<file path="src/rtl/mem_arb_pkg.sv">
// Shared definitions for the two-port memory arbiter: FSM state encoding,
// requester port indices and the supported synchronous-read latency range.
// Latency: n/a (types and constants only). Backpressure: n/a.
package mem_arb_pkg;

  typedef enum logic [1:0] {
    IDLE  = 2'b00,
    ISSUE = 2'b01,
    WAIT  = 2'b10,
    RESP  = 2'b11
  } state_t;

  localparam logic PORT_CPU = 1'b0;
  localparam logic PORT_LDR = 1'b1;

  localparam int READ_LAT_MIN = 1;
  localparam int READ_LAT_MAX = 4;

  // Wait counter only ever holds READ_LAT-1.
  localparam int CNT_W = $clog2(READ_LAT_MAX);

  // Port index to one-hot {port1, port0} vector.
  function automatic logic [1:0] port_onehot(input logic port);
    return (port == PORT_LDR) ? 2'b10 : 2'b01;
  endfunction

endpackage

</file>
<file path="src/rtl/mem_arb_rr2.sv">
// Combinational 2-way round-robin picker with per-port request masking.
// Latency: 0 cycles (pure combinational). Backpressure: none, the caller gates the grant.
// Ports: req[1:0] requests, last_gnt = port granted last, mask[1:0] = 1 blocks that port,
//        gnt[1:0] one-hot (or zero) winner.
module mem_arb_rr2
  import mem_arb_pkg::*;
(
  input  logic [1:0] req,
  input  logic       last_gnt,
  input  logic [1:0] mask,
  output logic [1:0] gnt
);

  logic [1:0] w_req;

  assign w_req = req & ~mask;

  always_comb begin
    gnt = w_req;
    // On a tie the port that did not win last time takes it.
    if (&w_req) begin
      gnt = port_onehot(~last_gnt);
    end
  end

endmodule

</file>
<file path="src/rtl/mem_port_arbiter.sv">
// Shares one single-port memory between the CPU (port 0) and the loader/debug host (port 1).
// Latency from gnt: write done at +2, read done at +2+READ_LAT; next grant the cycle after done.
// Backpressure: no grant while busy; requests simply stay pending until the FSM returns to IDLE.
// Ports: req/we/addr/wdata/lock per requester in, gnt/done one-cycle pulses out, rdata held
//        until the next read completes; Mem* drive the memory; busy = FSM not in IDLE.
// Optional macro MEM_ARB_LOCK_EN: an owner whose lock is high in its RESP cycle keeps
// exclusive ownership until it completes an access with lock low; otherwise lock0/lock1 are ignored.
module mem_port_arbiter
  import mem_arb_pkg::*;
#(
  parameter int ADDR_W   = 10,
  parameter int DATA_W   = 32,
  parameter int READ_LAT = 1
)(
  input  logic              clk,
  input  logic              reset,
  input  logic              req0,
  input  logic              req1,
  input  logic              we0,
  input  logic              we1,
  input  logic [ADDR_W-1:0] addr0,
  input  logic [ADDR_W-1:0] addr1,
  input  logic [DATA_W-1:0] wdata0,
  input  logic [DATA_W-1:0] wdata1,
  input  logic              lock0,
  input  logic              lock1,
  output logic              gnt0,
  output logic              gnt1,
  output logic              done0,
  output logic              done1,
  output logic [DATA_W-1:0] rdata,
  output logic              MemEn,
  output logic              MemWen,
  output logic [ADDR_W-1:0] MemAddr,
  output logic [DATA_W-1:0] MemWdata,
  input  logic [DATA_W-1:0] MemRdata,
  output logic              busy
);

  // Out-of-range latencies are clamped into the supported window.
  localparam int LAT = (READ_LAT < READ_LAT_MIN) ? READ_LAT_MIN :
                       (READ_LAT > READ_LAT_MAX) ? READ_LAT_MAX : READ_LAT;

  state_t              r_state;
  logic                r_last_gnt;
  logic                r_port;
  logic                r_we;
  logic [ADDR_W-1:0]   r_addr;
  logic [DATA_W-1:0]   r_wdata;
  logic [DATA_W-1:0]   r_rdata;
  logic [CNT_W-1:0]    r_cnt;
  logic                r_mem_en;
  logic                r_mem_wen;
  logic                r_done0;
  logic                r_done1;

  logic [1:0]          w_req;
  logic [1:0]          w_mask;
  logic [1:0]          w_pick;
  logic [1:0]          w_gnt;
  logic                w_idle;
  logic                w_win;
  logic                w_sel_we;
  logic [ADDR_W-1:0]   w_sel_addr;
  logic [DATA_W-1:0]   w_sel_wdata;

  assign w_req = {req1, req0};

`ifdef MEM_ARB_LOCK_EN
  logic r_locked;
  logic r_lock_port;
  logic w_lock_cur;

  assign w_lock_cur = (r_port == PORT_LDR) ? lock1 : lock0;
  // While locked only the owner may win.
  assign w_mask     = r_locked ? ~port_onehot(r_lock_port) : 2'b00;

  always_ff @(posedge clk or posedge reset) begin
    if (reset) begin
      r_locked    <= 1'b0;
      r_lock_port <= PORT_CPU;
    end else if (r_state == RESP) begin
      r_locked    <= w_lock_cur;
      r_lock_port <= r_port;
    end
  end
`else
  logic w_unused_lock;

  assign w_unused_lock = lock0 ^ lock1;
  assign w_mask        = 2'b00;
`endif

  mem_arb_rr2 u_rr (
    .req      (w_req),
    .last_gnt (r_last_gnt),
    .mask     (w_mask),
    .gnt      (w_pick)
  );

  // Grant is combinational in IDLE; forced low while reset is asserted so every
  // output reads zero during reset even with requests pending.
  assign w_idle      = (r_state == IDLE);
  assign w_gnt       = w_pick & {2{w_idle & ~reset}};
  assign w_win       = w_gnt[1];
  assign w_sel_we    = (w_win == PORT_LDR) ? we1    : we0;
  assign w_sel_addr  = (w_win == PORT_LDR) ? addr1  : addr0;
  assign w_sel_wdata = (w_win == PORT_LDR) ? wdata1 : wdata0;

  always_ff @(posedge clk or posedge reset) begin
    if (reset) begin
      r_state    <= IDLE;
      r_last_gnt <= PORT_LDR;
      r_port     <= PORT_CPU;
      r_we       <= 1'b0;
      r_addr     <= '0;
      r_wdata    <= '0;
      r_rdata    <= '0;
      r_cnt      <= '0;
      r_mem_en   <= 1'b0;
      r_mem_wen  <= 1'b0;
      r_done0    <= 1'b0;
      r_done1    <= 1'b0;
    end else begin
      case (r_state)
        IDLE: begin
          if (|w_gnt) begin
            r_port     <= w_win;
            r_last_gnt <= w_win;
            r_we       <= w_sel_we;
            r_addr     <= w_sel_addr;
            r_wdata    <= w_sel_wdata;
            r_mem_en   <= 1'b1;
            r_mem_wen  <= w_sel_we;
            r_state    <= ISSUE;
          end
        end
        ISSUE: begin
          r_mem_en  <= 1'b0;
          r_mem_wen <= 1'b0;
          if (r_we) begin
            {r_done1, r_done0} <= port_onehot(r_port);
            r_state            <= RESP;
          end else begin
            r_cnt   <= CNT_W'(LAT - 1);
            r_state <= WAIT;
          end
        end
        WAIT: begin
          // Memory data is valid in the last wait cycle; capture it at its end.
          if (r_cnt == '0) begin
            r_rdata            <= MemRdata;
            {r_done1, r_done0} <= port_onehot(r_port);
            r_state            <= RESP;
          end else begin
            r_cnt <= r_cnt - CNT_W'(1);
          end
        end
        RESP: begin
          r_done0 <= 1'b0;
          r_done1 <= 1'b0;
          r_state <= IDLE;
        end
        default: r_state <= IDLE;
      endcase
    end
  end

  assign gnt0     = w_gnt[0];
  assign gnt1     = w_gnt[1];
  assign done0    = r_done0;
  assign done1    = r_done1;
  assign rdata    = r_rdata;
  assign MemEn    = r_mem_en;
  assign MemWen   = r_mem_wen;
  assign MemAddr  = r_addr;
  assign MemWdata = r_wdata;
  assign busy     = ~w_idle;

endmodule

</file>
<file path="config.mk">
export PLATFORM = sky130hd
export DESIGN_NAME = mem_port_arbiter
export DESIGN_NICKNAME = d
export VERILOG_FILES = /design/src/rtl/mem_arb_pkg.sv /design/src/rtl/mem_arb_rr2.sv /design/src/rtl/mem_port_arbiter.sv
export SDC_FILE = /design/constraint.sdc
export NUM_CORES = 1
export LEC_CHECK = 0
export ABC_CLOCK_PERIOD_IN_PS = 3360
export CAP_MARGIN = 10
export CORE_MARGIN = 1.5
export CORE_UTILIZATION = 39
export DETAILED_ROUTE_END_ITERATION = 6
export PLACE_DENSITY = 0.77
export SYNTH_ARGS = -nofsm -noshare
export SYNTH_HDL_FRONTEND = slang
export SYNTH_SLANG_ARGS = --single-unit
</file>
<file path="constraint.sdc">
create_clock -name clk -period 3.36 [get_ports clk]
set_input_delay 0.672 -clock clk [delete_from_list [all_inputs] [get_ports clk]]
set_output_delay 0.672 -clock clk [all_outputs]
set_load 0.03 [all_outputs]
</file>
==> flow_summary.toml <==
[yosys]
yosysTopAreaCell = "dfrtp_1"
syn_avg_cell_area_sq_um = 11.8
synth_edf_count = 0
netlist-cell-type-count = 26
synth_common_cells = "84 x dfrtp_1, 53 x nand2_1, 44 x mux2i_1"
yosysTopAreaCellShare_pct = 56.0
synth_cells = 319
netlist_area_sq_mm = 0.00375
ys_ff_latch = 85
synth_nets = 449
yosysMostFrequentCell = "dfrtp_1"
seq_area_frac_synth_pct = 56.7
yosys_warnings = 0
async_reset_ff_share_pct = 100
synthFlopType = "dfrtp_1"
ys_top_cells_by_area = "dfrtp_1 56%, mux2i_1 12%, mux2_2 11%"

[critical_path]
worstPathArrival_ns = 2.27
cp-start-kind = "primary input"
crit_path_end_kind = "output pin"
cp_max_fo = 3
critPathRequiredTime_ns = 2.69
critPathKind = "in -> out"
r2r-start = "r_state[0]$_DFFE_PP0P_"
crit_start = "reset"

[timing]
slew_violations = 0
worstMarginPinSlew_ns = 0.991
finalClockSkew_ns = 0.0164
clock.fmax_ghz = 0.340
tns_ns = 0
period_share_pct = 87.6
hold_viol = 0
rsz0062_at_grt = "false"
maxSlewHeadroom_pct = 33.7
min_period_ns = 2.94
final-setup-viol-count = 0
setup_ws_ns = 0.417

[global_route]
grt_use_met1_pct = 21.1
globalRouteMet3Util_pct = 4.99
grt_use_total_pct = 18.1
top_usage_layer = "met2"
grt_overflow = 0
grt_use_met2_pct = 31.4
grt_pass1_wl_mm = 14.4
grt_pass1_vias = 3099
grt_antenna_before_repair = 0
grt_start_max_net_pins = 45

[min_path]
hold_start = "r_last_gnt$_DFFE_PP1P_"
min_path_type = "reg -> reg"

[job]
maxCapViolCount = 0

[die]
initial_utilization_pct = 40.4
fp.dieH_um = 101
die-area_sq_mm = 0.0102
num_rows = 35
pin_count = 205
die_w_um = 101
core_sq_mm = 0.00928

[drt]
wl_mm = 9.15
viasPerCell = 4.61
wl_per_cell_um = 14.0
dr.pass1.iters = 4
drc = 0
vias = 3018
drt_iter0_drc = 63
ant_nets = 0

[layout]
drive_gt1_share_pct = 12.0
num_antenna_cells = 0
syn_to_final_growth_pct = 63.7
num-fill-cells = 770
fin_nets = 651

[clocking]
cts_setup_buffers = 0
clk_latency_ns = 0.34
hold_buffers = 0
root_buffer = "clkbuf_8"
clk_pin_slew_worst_paths_ns = 0.08
cts_tree = "built"
clkSinkCount = 85
cts_max_level = 3
numCtsBuffers = 9
cts_resized = 0
cts_buffer_depth = 2

[outcome]
status = "finished, final reports clean"

[pwr]
peakVddDrop_v = 0.000345
p_leak_nw = 2.88
power_density_mw_per_mm2 = 922

[placed_design]
dp_slack_ns = 0.408
globalplace.congestion = 0.797
numPortBuffers = 202
hpwl_mm = 7.13
routing by layer:
layer | wire length (um) | part of all wire, %
met3 | 754 | 8.2
met4 | 159 | 1.7
met5 | 0 | 0
met2 | 4590 | 50
met1 | 3650 | 40
flip-flops by register name (all words and copies together), names as in the netlist:
signal	count
MemAddr	10
r_cnt	2
done0	1
rdata	32
r_last_gnt	1
MemWdata	32
MemEn	1
done1	1
r_port	1
r_state	2
r_we	1
MemWen	1
critical path: stages:
cell and delay (ns):
clkdlybuf4s50_1 0.44, and2b_4 0.29, nand3_1 0.13, inv_1 0.08
clkdlybuf4s50_1 0.66
per-stage QoR:
step / instances / util, % / power (W) / instance area, sq um / hold WS (ns)
after floorplan: 319 / - / 0.00355 / 3750 / 0.444
after global placement: 639 / 63.5 / 0.00475 / 5890 / 0.461
after detailed placement: 639 / 63.5 / 0.00484 / 5890 / 0.473
after CTS: 655 / 66.2 / 0.00573 / 6140 / 0.489
after global routing: 655 / 66.2 / 0.00601 / 6140 / 0.520
final: 655 / 66.2 / 0.00566 / 6140 / 0.485
cell usage in the layout (no fill, tap or decap), types with 2 or more instances in the layout:
cell type        synthesis  layout
bufinv_16                0       3
clkinv_4                 0       2
buf_4                    0       6
mux2i_1                 44      44
clkbuf_8                 0      10
nor2b_1                  3       3
clkdlybuf4s50_1          0     201
a21oi_1                  4       4
ha_1                     6       6
inv_1                    9       8
nor2_1                   5       5
mux2_2                  35      35
nand3_1                  2       2
o21ai_0                  8       8
nor3_1                   2       2
nand2_1                 53      53
o21ai_1                 37      37
dfrtp_1                 84      84
area by class of cell:
cell class	count	area, sq um	share of cell area, %
multi-input combinational	208	1490	24.3
timing repair buffer	208	2080	33.8
clock buffer	11	141	2.30
inverter	9	35.0	0.570
tap	129	161	2.63
sequential	85	2130	34.6
clock inverter	5	108	1.75
worst paths after layout:
check | to | slack, ns | depth (start not counted)
max | gnt0 | 0.42 | 5
min | r_last_gnt$_DFFE_PP1P_ | 0.49 | 2
max reg2reg | MemEn$_DFFE_PP0P_ | 1.18 | 7
min reg2reg | r_last_gnt$_DFFE_PP1P_ | 0.49 | 2
max in group asynchronous | rdata[11]$_DFFE_PP0P_ | 1.89 | 3
min in group asynchronous | MemAddr[9]$_DFFE_PP0P_ | 0.72 | 2
cell families after synthesis:
| logic type | after synthesis | share of synthesized area, % |
|---|---|---|
| AOI/OAI and AO/OA | 54 | 7.63 |
| adders and majority gates | 6 | 2.00 |
| buffers and inverters | 26 | 3.73 |
| DFF | 85 | 56.7 |
| muxes | 79 | 22.2 |
| and+or+nand+nor | 69 | 7.70 |
power breakdown:
group / internal [W] / total, W / switching [W]
Clock: 0.000517 / 0.000876 / 0.000359
Combinational: 0.00138 / 0.00303 / 0.00165
Sequential: 0.00151 / 0.00176 / 0.000248
Total: 0.00340 / 0.00566 / 0.00226
Power figures use the tool's default switching activity.
